$ cat src/rtl/div_iter.sv
// Radix-2 restoring divider, signed/unsigned, one quotient bit per clock.
// Define DIV_SHORTCUT_EN to finish early on a zero or oversized divisor.
module div_iter #(
  parameter  int WIDTH = 32,
  localparam int CNT_W = $clog2(WIDTH+1)
) (
  input  logic               clk,
  input  logic               rst,
  input  logic               start,
  input  logic               signed_op,
  input  logic [WIDTH-1:0]   dividend,
  input  logic [WIDTH-1:0]   divisor,
  input  logic               cancel,
  output logic               busy,
  output logic               done,
  output logic               div_zero,
  output logic [2*WIDTH-1:0] result
);

  typedef enum logic [1:0] {
    IDLE = 2'd0,
    CALC = 2'd1,
    FIX  = 2'd2
  } state_t;

  state_t           state;
  state_t           state_nx;
  logic [WIDTH-1:0] rem;
  logic [WIDTH-1:0] quo;
  logic [WIDTH-1:0] dvs;
  logic             q_neg;
  logic             r_neg;
  logic             dz;
  logic [CNT_W-1:0] cnt;

  logic [WIDTH-1:0] a_abs;
  logic [WIDTH-1:0] b_abs;
  logic             b_zero;
  logic             go_short;
  logic [WIDTH:0]   shift;
  logic [WIDTH:0]   diff;
  logic             ge;

  assign a_abs  = (signed_op & dividend[WIDTH-1]) ? -dividend : dividend;
  assign b_abs  = (signed_op & divisor[WIDTH-1])  ? -divisor  : divisor;
  assign b_zero = (b_abs == '0);

`ifdef DIV_SHORTCUT_EN
  assign go_short = b_zero | (b_abs > a_abs);
`else
  assign go_short = 1'b0;
`endif

  // Trial subtract on the shifted partial remainder, one extra bit for sign
  assign shift = {rem, quo[WIDTH-1]};
  assign diff  = shift - {1'b0, dvs};
  assign ge    = ~diff[WIDTH];

  assign busy = (state != IDLE);

  always_ff @(posedge clk or posedge rst) begin
    if (rst) state <= IDLE;
    else     state <= state_nx;
  end

  always_comb begin
    state_nx = state;
    unique case (state)
      IDLE: if (start) state_nx = go_short ? FIX : CALC;
      CALC: begin
        if (cancel)
          state_nx = IDLE;
        else if (cnt == CNT_W'(1))
          state_nx = FIX;
      end
      FIX:     state_nx = IDLE;
      default: state_nx = IDLE;
    endcase
  end

  always_ff @(posedge clk or posedge rst) begin
    if (rst) begin
      rem      <= '0;
      quo      <= '0;
      dvs      <= '0;
      q_neg    <= 1'b0;
      r_neg    <= 1'b0;
      dz       <= 1'b0;
      cnt      <= '0;
      done     <= 1'b0;
      div_zero <= 1'b0;
      result   <= '0;
    end else begin
      done <= 1'b0;
      unique case (state)
        IDLE: begin
          if (start) begin
            dvs   <= b_abs;
            q_neg <= signed_op & (dividend[WIDTH-1] ^ divisor[WIDTH-1]);
            r_neg <= signed_op & dividend[WIDTH-1];
            dz    <= b_zero;
            cnt   <= CNT_W'(WIDTH);
            rem   <= go_short ? a_abs : '0;
            quo   <= go_short ? {WIDTH{b_zero}} : a_abs;
          end
        end
        CALC: begin
          if (!cancel) begin
            rem <= ge ? diff[WIDTH-1:0] : shift[WIDTH-1:0];
            quo <= {quo[WIDTH-2:0], ge};
            cnt <= cnt - CNT_W'(1);
          end
        end
        FIX: begin
          if (!cancel) begin
            // Divide by zero: rem already equals |dividend|, so the
            // remainder sign fix restores the raw dividend.
            result[2*WIDTH-1:WIDTH] <= r_neg ? -rem : rem;
            result[WIDTH-1:0]       <= dz ? '1 : (q_neg ? -quo : quo);
            div_zero                <= dz;
            done                    <= 1'b1;
          end
        end
        default: ;
      endcase
    end
  end

endmodule

$ cat config.mk
export PLATFORM = sky130hd
export DESIGN_NAME = div_iter
export DESIGN_NICKNAME = d
export VERILOG_FILES = /design/src/rtl/div_iter.sv
export SDC_FILE = /design/constraint.sdc
export NUM_CORES = 1
export LEC_CHECK = 0
export BUFFER_PORTS_ARGS = -buffer_cell sky130_fd_sc_hd__buf_4
export CAP_MARGIN = 10
export CORE_AREA = 5 5 188 190
export DETAILED_ROUTE_END_ITERATION = 10
export DIE_AREA = 0 0 193 195
export SYNTH_ARGS = -nofsm -noshare
export SYNTH_HDL_FRONTEND = slang
export SYNTH_SLANG_ARGS = --single-unit
export TNS_END_PERCENT = 30
$ cat constraint.sdc
create_clock -name clk -period 8.83 [get_ports clk]
set_clock_uncertainty 0.2 [all_clocks]
set_input_delay 2.649 -clock clk [delete_from_list [all_inputs] [get_ports clk]]
set_output_delay 2.649 -clock clk [all_outputs]
set_load 0.005 [all_outputs]
### After elaboration in Yosys (flattened, before gate mapping)

Index checks and enable logic that the tools add are counted.

| storage, ports and cells | value |
|---|---|
| register bits after elaboration | 173 |
| input port bits | 69 |

| cells by class | value |
|---|---|
| reductions and logical operators | 8 |
| multiplexer cells | 21 |
| $add $sub $neg | 6 |
| bitwise operators | 6 |
| eq/ne operators | 6 |

Operators by type and width:

| kind | number |
|---|---|
| 2-to-1 mux 32 bit | 10 |
| negation 32 bit | 4 |
| one-hot mux 32 bit (2 select lines) | 2 |
| subtractor 33 x 32 -> 33 bit | 1 |
| logical NOT 32 bit | 1 |
| 2-to-1 mux 6 bit | 2 |
| one-hot mux 6 bit (2 select lines) | 1 |
| equality test 6 x 1 -> 1 bit, second input constant | 1 |
| 2-to-1 mux 2 bit | 3 |
| AND reduction 2 bit | 3 |
| subtractor 6 x 1 -> 6 bit, second input constant | 1 |
| != test 2 bit, second input constant | 2 |
| one-hot mux 2 bit (2 select lines) | 1 |
| nonzero test 2 bit | 2 |
| AND 1 bit | 3 |
| != test 3 bit, second input constant | 1 |
| AND reduction 3 bit | 1 |
| equality test 2 x 1 -> 1 bit, second input constant | 1 |
| equality test 2 bit, second input constant | 1 |
| logical NOT 2 bit | 1 |
| 2-to-1 mux 1 bit | 2 |
| NOT 1 bit | 2 |
| XOR 1 bit | 1 |

### Longest topological paths before layout

| logic depth | value |
|---|---|
| depth after elaboration | 4 |
| gate-level depth with buffers | 14 |
| depth with buffers taken out | 12 |

### Worst setup path before layout

Ideal clock, no wire load.

| timing path | value |
|---|---|
| path type | input to register |
| from | input divisor[4] |
| to | register dz |
| data required time | 8.508 ns |
| slack | 3.365 ns |
| data arrival time | 5.144 ns |
| stages | 12 |
| buffers on the path | 3 |
| setup time | 0.122 ns |
| path through | buf_6 > or4_4 > or2_1 > buf_6 > or3_4 > nor2b_2 > buf_6 > inv_2 > o41ai_4 > a2111oi_1 > and4b_1 > a32o_1 |

| on the way | value |
|---|---|
| cells in the longest elaborated chain, start to end | 3 |

Ends and longest elaborated chain:

| item | RTL line | text |
|---|---|---|
| start: declaration | 12 | `input logic [WIDTH-1:0] divisor,` |
| negation 32 bit | 45 | `assign b_abs = (signed_op & divisor[WIDTH-1]) ? -divisor : divisor;` |
| 2-to-1 mux 32 bit * | 45 |  |
| logical NOT 32 bit * | 46 | `assign b_zero = (b_abs == '0);` |
| end signal: assignment | 101 | `dz <= b_zero;` |
| end: declaration | 33 | `logic dz;` |

Every way passes the cells marked *; elsewhere a longest branch is shown, timed or not.
A chain may end at the register's enable or synchronous reset.

### Worst setup path after layout

| timing path | value |
|---|---|
| from | input dividend[0] |
| to | register quo[30] |

| on the way | value |
|---|---|
| cells in the longest elaborated chain, start to end | 4 |

Ends and longest elaborated chain:

| item | RTL line | text |
|---|---|---|
| start: declaration | 11 | `input logic [WIDTH-1:0] dividend,` |
| negation 32 bit | 44 | `assign a_abs = (signed_op & dividend[WIDTH-1]) ? -dividend : dividend;` |
| 2-to-1 mux 32 bit | 44 |  |
| 2-to-1 mux 32 bit | 97 | `if (start) begin` |
| one-hot mux 32 bit (2 select lines) | 95 | `unique case (state)` |
| end signal: assignment | 104 | `quo <= go_short ? {WIDTH{b_zero}} : a_abs;` |
| end signal: assignment | 110 | `quo <= {quo[WIDTH-2:0], ge};` |
| end: declaration | 29 | `logic [WIDTH-1:0] quo;` |

No other way between the ends. The select of a mux whose other input is x is not followed.

==> impl_metrics.json <==
{
  "dp_slack_ps": 2880,
  "status": "finished, final reports clean",
  "syn-instance-count": 1406,
  "die_w_um": 193,
  "post-route-min-period_ps": 5510,
  "worst_ep_arrival_time_ps": 5680,
  "clkSinkCount": 173,
  "syn_area_per_cell_um2": 8.21,
  "ys.flop_type": "dfrtp_1",
  "ir_worst_vdd_mv": 0.171,
  "cts_root_buffer": "clkbuf_16",
  "overflow": 0,
  "ys_ff_latch": 173,
  "fin_nets": 1601,
  "gp_congestion": 0.853,
  "num_rows": 67,
  "leakage_nw": 6.01,
  "grt_max_degree": 114,
  "hold_buffers": 0,
  "syn_area_mm2": 0.0115,
  "grt_pass1_wl_um": 52900,
  "cap_violations": 0,
  "worstHoldStart": "div_zero$_DFFE_PP0P_",
  "synthArstFlopShare_pct": 100,
  "yosysTopAreaCell": "dfrtp_1",
  "total_power_mw": 4.07,
  "cts_setup_buffers": 0,
  "finalSetupViolCount": 0,
  "fin_ws_ps": 3320,
  "cts_made_buffers": 17,
  "endpoint_kind": "register",
  "drv_slew": 0,
  "fmax_ghz": 0.181,
  "tns_ps": 0,
  "die_area_mm2": 0.0376,
  "core-area_mm2": 0.0333,
  "seq_area_frac_synth_pct": 37.5,
  "netlist.area_leader.share_pct": 37.5,
  "relSlewSlack_pct": 22.7,
  "finalWirelength_um": 32300,
  "worstHoldEndpoint": "div_zero$_DFFE_PP0P_",
  "antennaDiodeCount": 0,
  "rsz0062_at_grt": "false",
  "dieHeight_um": 195,
  "ys_warn_count": 0,
  "synth_edf_count": 0,
  "cts_buffer_depth": 2,
  "synth_area_leaders": "dfrtp_1 (38%), o21ai_0 (8.2%), xor2_1 (7.1%)",
  "syn_nets": 1515,
  "clkLatencyLatePin_ps": 440,
  "io_buffer_count": 135,
  "first_global_vias": 9716,
  "worstPathMaxFanout": 5,
  "grt_util_all_layers_pct": 17.3,
  "hold_path_class": "register to register",
  "cts_max_level": 4,
  "timing.rr.end": "rem[27]$_DFFE_PP0P_",
  "vias_per_cell": 5.19,
  "clk_pin_slew_ps": 80,
  "vias": 10100,
  "rrSetupSlack_ps": 4520,
  "cts_tree": "done",
  "wire_per_inst_um": 16.5,
  "io_pins": 136,
  "synth_commonest_cells": "nand2_1 (200), o21ai_0 (190), dfrtp_1 (173)",
  "hold_viol": 0,
  "drtIter0Drc": 868,
  "antenna_found_initial": 1,
  "post-route-period-util_pct": 62.4,
  "area_growth_pct": 16.7,
  "drtAntennaViolNets": 0,
  "dpl.hpwl_um": 24400,
  "critPathKind": "input port to register",
  "worst_pin_slew_ps": 1160,
  "remaining_drc_errors": 0,
  "ys_types": 66,
  "critPathLaunchType": "input port",
  "yosysMostFrequentCell": "nand2_1",
  "drive_gt1_share_pct": 13.1,
  "cts_resized": 0,
  "hold_depth": 2,
  "power.density_mw_per_mm2": 302,
  "initial_core_util_pct": 34.7,
  "worstPathRequired_ps": 9000,
  "rr_worst_depth": 12,
  "drt_first_pass_iters": 5,
  "reg2reg_from": "dvs[0]$_DFFE_PP0P_"
}
logic make-up (layout without fill, tap and decap cells):
| group | Yosys count | in the layout | synth area share [%] |
|---|---|---|---|
| buffers and inverters | 133 | 231 | 4.57 |
| muxes | 34 | 34 | 2.96 |
| adders and majority gates | 40 | 40 | 4.40 |
| AOI/OAI and AO/OA | 416 | 416 | 21.1 |
| and+or+nand+nor | 463 | 463 | 18.3 |
| xor gates and xnor gates | 147 | 147 | 11.2 |
| DFF | 173 | 173 | 37.5 |
critical path, cell delays in order:
cell	delay [ps]
buf_4	120
inv_1	70
ha_1	180
or3b_2	470
or4_1	480
nor3b_1	370
nand2_1	210
o31ai_1	510
o21ai_0	200
xor2_1	190
nand2_1	70
a31oi_1	160
where the power goes:
part | leakage, nW | internal, mW | switching [mW]
Combinational | 3.46 | 0.858 | 1.09
Clock | 0.284 | 0.425 | 0.337
Sequential | 2.27 | 1.05 | 0.305
stage by stage:
step | cells | instance area, µm² | hold WS (ps) | utilization [%]
floorplan | 1406 | 11500 | 250 | -
global placement | 1921 | 12900 | 263 | 38.7
detailed placement | 1921 | 12900 | 267 | 38.7
CTS | 1952 | 13500 | 284 | 40.5
global route | 1952 | 13500 | 301 | 40.5
finish | 1952 | 13500 | 279 | 40.5
area by class of cell:
| type | instances | area, µm² |
|---|---|---|
| clock buffers | 18 | 439 |
| clock inverters | 13 | 139 |
| fillers | 3431 | 19800 |
| inverters | 56 | 215 |
| multi-input cells | 1100 | 6710 |
| flip-flops and latches | 173 | 4330 |
| well taps | 448 | 561 |
| repair buffers | 144 | 1080 |
registers in the layout (all words and copies together), names as in the netlist:
name,cells
rem,32
r_neg,1
dz,1
div_zero,1
done,1
state,2
quo,32
q_neg,1
cnt,6
dvs,32
result,64
placed cells by master, fill, tap and decap left out, types with 5 or more instances in the layout:
master / netlist / layout
a31oi_1: 9 / 9
nand4_1: 8 / 8
ha_1: 39 / 39
o21ai_0: 190 / 190
nor3_1: 24 / 24
dfrtp_1: 173 / 173
nand3_1: 17 / 16
xnor2_1: 53 / 53
or3_1: 14 / 14
nor2b_1: 11 / 10
o41ai_1: 17 / 17
inv_1: 54 / 53
nor4_1: 15 / 15
a22o_1: 5 / 5
a21o_1: 9 / 9
nand2_1: 200 / 199
mux2i_1: 33 / 33
nand2b_1: 15 / 15
xor2_1: 94 / 94
nor2_1: 117 / 115
o31ai_1: 28 / 28
buf_4: 0 / 144
a21oi_1: 111 / 111
or4_1: 14 / 14
o21a_1: 5 / 5
clkbuf_16: 0 / 17
inv_6: 0 / 6
per-layer routing:
layer  share of wire [%]  GRT usage [%]
met5               0.062              0
met2                  41           24.1
met1                  52           27.5
met3                 4.7           3.07
met4                 1.7           4.33
worst max-delay path by stage:
stage	slack [ps]	endpoint	from	cells past startpoint
4_1_cts	3360	quo[30]$_DFFE_PP0P_	dividend[0]	12
3_5_place_dp	2880	quo[30]$_DFFE_PP0P_	dividend[0]	12
3_3_place_gp	2970	quo[30]$_DFFE_PP0P_	dividend[0]	12
6_report	3320	quo[30]$_DFFE_PP0P_	dividend[0]	12
2_1_floorplan	1290	cnt[0]$_DFFE_PP0P_	rst	1
5_1_grt	3090	quo[30]$_DFFE_PP0P_	dividend[0]	12
Note: power is estimated with default switching activity, not from simulation.
